$ cat src/rtl/window_scheduler_pkg.sv
// Shared constants for the window scheduler and its tap counter.
// State encodings stay private to the blocks that use them.
package window_scheduler_pkg;

  localparam int DEFAULT_WIDTH  = 5;
  localparam int DEFAULT_ADDR_W = 5;

  function automatic int max_int(input int a, input int b);
    return (a > b) ? a : b;
  endfunction

endpackage

$ cat src/rtl/window_scheduler_tap_counter.sv
// Tap index within the current window: clears on request, and on enable
// either advances or wraps to zero once it reaches the terminal value.
module tap_counter
  import window_scheduler_pkg::*;
#(
  parameter int WIDTH = DEFAULT_WIDTH
) (
  input  logic             clk,
  input  logic             rst,
  input  logic             clr_i,
  input  logic             en_i,
  input  logic [WIDTH-1:0] last_i,
  output logic [WIDTH-1:0] count_o,
  output logic             tc_o
);

  logic [WIDTH-1:0] count_q;
  logic [WIDTH-1:0] count_d;

  assign tc_o    = (count_q == last_i);
  assign count_o = count_q;

  always_comb begin
    count_d = count_q;
    if (clr_i) begin
      count_d = '0;
    end else if (en_i) begin
      count_d = tc_o ? '0 : count_q + 1'b1;
    end
  end

  always_ff @(posedge clk) begin
    if (rst) begin
      count_q <= '0;
    end else begin
      count_q <= count_d;
    end
  end

endmodule

$ cat src/rtl/window_scheduler.sv
// Sliding-window address generator: walks filter taps over an input map,
// advancing the window base by the stride until the next window no longer fits.
module window_scheduler
  import window_scheduler_pkg::*;
#(
  parameter int WIDTH  = DEFAULT_WIDTH,
  parameter int ADDR_W = DEFAULT_ADDR_W
) (
  input  logic              clk,
  input  logic              rst,
  input  logic              start,
  input  logic [WIDTH-1:0]  filter_size,
  input  logic [WIDTH-1:0]  stride,
  input  logic [ADDR_W-1:0] ifmap_len,
  input  logic              mac_ready,
  output logic              addr_valid,
  output logic [ADDR_W-1:0] if_addr,
  output logic [WIDTH-1:0]  filt_addr,
  output logic              window_last,
  output logic              next_stride,
  output logic [ADDR_W-1:0] win_count,
  output logic              busy,
  output logic              done
);

  // Two spare bits so base+stride+filter_size can never wrap.
  localparam int SUM_W = max_int(ADDR_W, WIDTH) + 2;

  typedef enum logic [1:0] {
    S_IDLE,
    S_RUN,
    S_STEP,
    S_FIN
  } state_t;

  state_t            state_q;
  logic [WIDTH-1:0]  fs_q;
  logic [WIDTH-1:0]  stride_q;
  logic [ADDR_W-1:0] len_q;
  logic [ADDR_W-1:0] base_q;
  logic [ADDR_W-1:0] win_q;

  logic              accept;
  logic              xfer;
  logic              fits;
  logic              no_window;
  logic [WIDTH-1:0]  tap;
  logic              tap_tc;
  logic [WIDTH-1:0]  tap_last;
  logic [ADDR_W-1:0] base_d;
  logic [WIDTH-1:0]  stride_d;

  assign accept    = (state_q == S_IDLE) && start;
  assign xfer      = (state_q == S_RUN) && mac_ready;
  assign tap_last  = fs_q - 1'b1;
  assign base_d    = base_q + ADDR_W'(stride_q);
  assign stride_d  = (stride == '0) ? WIDTH'(1) : stride;
  assign fits      = (SUM_W'(base_q) + SUM_W'(stride_q) + SUM_W'(fs_q)) <= SUM_W'(len_q);
  assign no_window = (filter_size == '0) || (SUM_W'(filter_size) > SUM_W'(ifmap_len));

  tap_counter #(
    .WIDTH(WIDTH)
  ) u_tap (
    .clk    (clk),
    .rst    (rst),
    .clr_i  (accept),
    .en_i   (xfer),
    .last_i (tap_last),
    .count_o(tap),
    .tc_o   (tap_tc)
  );

  always_ff @(posedge clk) begin
    if (rst) begin
      state_q  <= S_IDLE;
      fs_q     <= '0;
      stride_q <= '0;
      len_q    <= '0;
      base_q   <= '0;
      win_q    <= '0;
    end else begin
      unique case (state_q)
        S_IDLE: begin
          if (start) begin
            fs_q     <= filter_size;
            stride_q <= stride_d;
            len_q    <= ifmap_len;
            base_q   <= '0;
            win_q    <= '0;
            state_q  <= no_window ? S_FIN : S_RUN;
          end
        end
        S_RUN: begin
          if (mac_ready && tap_tc) begin
            win_q   <= win_q + 1'b1;
            state_q <= S_STEP;
          end
        end
        S_STEP: begin
          if (fits) begin
            base_q  <= base_d;
            state_q <= S_RUN;
          end else begin
            state_q <= S_FIN;
          end
        end
        S_FIN:   state_q <= S_IDLE;
        default: state_q <= S_IDLE;
      endcase
    end
  end

  assign addr_valid  = (state_q == S_RUN);
  assign if_addr     = base_q + ADDR_W'(tap);
  assign filt_addr   = tap;
  assign window_last = addr_valid && tap_tc;
  assign next_stride = (state_q == S_STEP) && fits;
  assign win_count   = win_q;
  assign busy        = (state_q != S_IDLE);
  assign done        = (state_q == S_FIN);

endmodule
$ cat config.mk
export PLATFORM = sky130hd
export DESIGN_NAME = window_scheduler
export DESIGN_NICKNAME = d
export VERILOG_FILES = /design/src/rtl/window_scheduler_pkg.sv /design/src/rtl/window_scheduler_tap_counter.sv /design/src/rtl/window_scheduler.sv
export SDC_FILE = /design/constraint.sdc
export NUM_CORES = 1
export LEC_CHECK = 0
export CAP_MARGIN = 20
export CELL_PAD_IN_SITES_DETAIL_PLACEMENT = 1
export CELL_PAD_IN_SITES_GLOBAL_PLACEMENT = 1
export CORE_MARGIN = 3
export CORE_UTILIZATION = 42
export CTS_CLUSTER_SIZE = 12
export DETAILED_ROUTE_END_ITERATION = 16
export GPL_TIMING_DRIVEN = 0
export HOLD_SLACK_MARGIN = 0.08
export MAX_ROUTING_LAYER = met4
export PLACE_DENSITY = 0.94
export SLEW_MARGIN = 20
export SYNTH_ARGS = -nofsm -noshare
export SYNTH_HDL_FRONTEND = slang
export SYNTH_SLANG_ARGS = --single-unit
export TNS_END_PERCENT = 30
$ cat constraint.sdc
create_clock -name clk -period 8.4 [get_ports clk]
set_input_delay 1.68 -clock clk [delete_from_list [all_inputs] [get_ports clk]]
set_output_delay 1.68 -clock clk [all_outputs]
set_load 0.05 [all_outputs]
==> impl_metrics.env <==
export IMPL_die_width_um=80.00
export IMPL_period_share_pct=72.90
export IMPL_synth_top_cells_by_count="48 x sky130_fd_sc_hd__nand2_1, 34 x sky130_fd_sc_hd__inv_1, 32 x sky130_fd_sc_hd__a21oi_1, 32 x sky130_fd_sc_hd__dfxtp_1, 25 x sky130_fd_sc_hd__ha_1"
export IMPL_cellLeakagePower_nw=1.245
export IMPL_hpwlAfterDp_um=5290
export IMPL_worst_r2r_path_depth=15
export IMPL_post_route_cells_drive_above_1_share_pct=4.204
export IMPL_layout_area_overhead_vs_synth_pct=25.41
export IMPL_outcome="finished clean"
export IMPL_critical_path_arrival_ns=4.44
export IMPL_gr_total_overflow=0
export IMPL_route_detailed_drc=0
export IMPL_grt_first_pass_wirelength_um=12190
export IMPL_route_top_layer_used="met4"
export IMPL_synth_top_flop_cell="sky130_fd_sc_hd__dfxtp_1"
export IMPL_finalNetCount=384
export IMPL_cts_root_buffer_cell="sky130_fd_sc_hd__clkbuf_8"
export IMPL_antenna_found_initial=0
export IMPL_grt_pass1_vias=2486
export IMPL_cts_htree_levels=2
export IMPL_timing_slew_headroom_pct=60.46
export IMPL_count_of_max_cap_constraint_violations=0
export IMPL_maxSlewViolCount=0
export IMPL_syn_area_per_cell_um2=7.985
export IMPL_syn_inst=288
export IMPL_final_setup_skew_ns=0.01120
export IMPL_synth_seq_cells=32
export IMPL_async_reset_ff_share_pct=0
export IMPL_met1Wirelength_um=2997
export IMPL_finalCriticalPeriod_ns=6.124
export IMPL_worstSetupEndpointType="output port"
export IMPL_worst_skew_pair_late_latency_ns=0.29
export IMPL_cts_hold_fix_buffers=0
export IMPL_dr_wl_met3_um=248
export IMPL_tritoncts_num_sinks=32
export IMPL_drt_iter0_drc=107
export IMPL_post_cts_setup_repair_bufs=0
export IMPL_timing_critical_path_from_type="flop"
export IMPL_initial_core_util_pct=44.18
export IMPL_holdCritPathClass="flop to flop"
export IMPL_cell_with_the_most_instances_after_synthesis="sky130_fd_sc_hd__nand2_1"
export IMPL_ctsResizeCount=0
export IMPL_sequential_element_share_of_the_synthesized_area_pct=27.86
export IMPL_synth_warning_count=0
export IMPL_clk_transition_reported_paths_ns=0.07
export IMPL_pin_count=39
export IMPL_via_per_inst=5.566
export IMPL_drt_pass1_iterations=4
export IMPL_cts_buffers_inserted=5
export IMPL_numPortBuffers=37
export IMPL_critical_path_class="flop to output port"
export IMPL_dieHeight_um=80.00
export IMPL_synth_edff_count=0
export IMPL_antenna_diode_count=0
export IMPL_vdd_drop_max_uv=90.80
export IMPL_post_route_util_pct=55.41
export IMPL_routed_via_count=2243
export IMPL_fin_tns_setup_ns=0
export IMPL_wl_per_cell_um=18.47
export IMPL_synth_cell_type_count=42
export IMPL_synth_top_cell_area_share_pct=27.86
export IMPL_synthDominantAreaCellType="sky130_fd_sc_hd__dfxtp_1"
export IMPL_ant_nets=0
export IMPL_core_area_um2=5205
export IMPL_grt_total_usage_pct=25.29
export IMPL_finalHoldViolations=0
export IMPL_setup_viol_count_final=0
export IMPL_mappedNetlistNets=340
export IMPL_met2WireLength_um=3987
export IMPL_synth_area_top_cells="sky130_fd_sc_hd__dfxtp_1 28%, sky130_fd_sc_hd__ha_1 14%, sky130_fd_sc_hd__nand2_1 7.8%, sky130_fd_sc_hd__a21oi_1 7.0%, sky130_fd_sc_hd__fa_1 7.0%"
export IMPL_max_clock_path_buffers=2
export IMPL_worst_endpoint_required_ns=6.72
export IMPL_die_area_um2=6399
export IMPL_min_path_cells=2
export IMPL_gp_routability_congestion=0.8663
export IMPL_fp_row_count=26
export IMPL_timing_critical_path_fanout_max=5
export IMPL_drt_total_wl_um=7443
export IMPL_grt_setup_unrepaired="no"
export IMPL_max_freq_mhz=163.3
export IMPL_mappedNetlistArea_um2=2300
export IMPL_max_slew_worst_pin_slew_ns=0.5924
export IMPL_grt_max_degree=11
export IMPL_power_density_cell_area_nw_per_um2=162.3
export IMPL_cts_tree="built"
sequential cells by signal (all words and copies together) (netlist names):
signal and count:
base_q 5, fs_q 5, len_q 5, stride_q 5, u_tap.count_o 5, win_count 5, state_q 2
cell families (layout without fill, tap and decap cells):
| group | count (synthesis) | count (layout) | share of synthesized area, % |
|---|---|---|---|
| compound gates | 60 | 60 | 15.51 |
| xor+xnor | 16 | 16 | 6.093 |
| fa+ha+maj | 33 | 33 | 20.57 |
| buf+inv | 44 | 89 | 7.290 |
| flops | 32 | 32 | 27.86 |
| mux | 6 | 6 | 2.666 |
| simple gates | 97 | 97 | 20.02 |
cells in the final DEF (no fill, tap or decap), drive strengths merged, types with 2 or more instances in the layout:
master	synthesis	final
nor2	10	10
xnor2	12	12
nor3	5	5
clkbuf	7	14
o31ai	2	2
buf	3	3
nand4	2	2
a21o	6	6
dfxtp	32	32
ha	25	25
o21ai	9	9
mux2i	5	5
xor2	4	4
clkdlybuf4s50	0	37
nor4	3	3
nand2	48	48
nor3b	3	3
fa	8	8
nand2b	5	5
nor2b	4	4
and2	3	3
a21oi	32	32
o211ai	2	2
nand3	9	9
inv	34	34
per-stage QoR:
stage,total power [mW],cells,worst slack [ns],hold WS [ns],cell area (um^2)
global placement,0.2908,395,2.786,0.4446,2758
floorplan,0.2568,288,3.558,0.4363,2300
global route,0.4923,403,2.015,0.4863,2884
CTS,0.4689,403,2.240,0.4661,2884
finish,0.4681,403,2.276,0.4638,2884
detailed placement,0.2998,395,2.655,0.4516,2758
metal layers:
| metal | vias to the layer above | GRT usage [%] |
|---|---|---|
| li1 | 1057 | - |
| met2 | 58 | 46.52 |
| met5 | - | - |
| met4 | 0 | 8.784 |
| met3 | 21 | 3.047 |
| met1 | 1107 | 27.94 |
worst max-delay path, stage by stage (launching register included):
cell and delay, ns:
sky130_fd_sc_hd__dfxtp_1 0.43, sky130_fd_sc_hd__inv_1 0.12, sky130_fd_sc_hd__fa_1 0.44, sky130_fd_sc_hd__inv_1 0.10, sky130_fd_sc_hd__ha_1 0.23, sky130_fd_sc_hd__a21oi_1 0.24, sky130_fd_sc_hd__inv_1 0.08, sky130_fd_sc_hd__a21oi_1 0.20
sky130_fd_sc_hd__xnor2_1 0.18, sky130_fd_sc_hd__ha_1 0.28, sky130_fd_sc_hd__a21o_1 0.20, sky130_fd_sc_hd__mux2i_1 0.13, sky130_fd_sc_hd__a21oi_1 0.08, sky130_fd_sc_hd__or4_4 0.54, sky130_fd_sc_hd__inv_1 0.11, sky130_fd_sc_hd__clkdlybuf4s50_1 0.81
power by group:
part           switching, mW  internal (mW)
combinational         0.0802         0.0526
clock                 0.0600          0.105
sequential            0.0109          0.160
path summary, 6_finish.rpt:
check	slack, ns	start	endpoint
worst min register to register	0.46	len_q[2]	len_q[2]
worst min-delay path	0.46	len_q[2]	len_q[2]
worst max-delay path	2.28	base_q[1]	next_stride
worst max register to register	4.43	base_q[1]	base_q[4]
layout make-up:
class / instances / area (um^2)
flip-flops and latches: 32 / 640.6
clock buffers: 7 / 96.34
clock inverters: 1 / 30.03
plain buffers: 10 / 40.04
multi-input cells: 212 / 1491
well taps: 70 / 87.58
repair buffers: 37 / 370.4
fillers: 647 / 2321
inverters: 34 / 127.6
No activity file was read; power rests on OpenSTA's default activity.
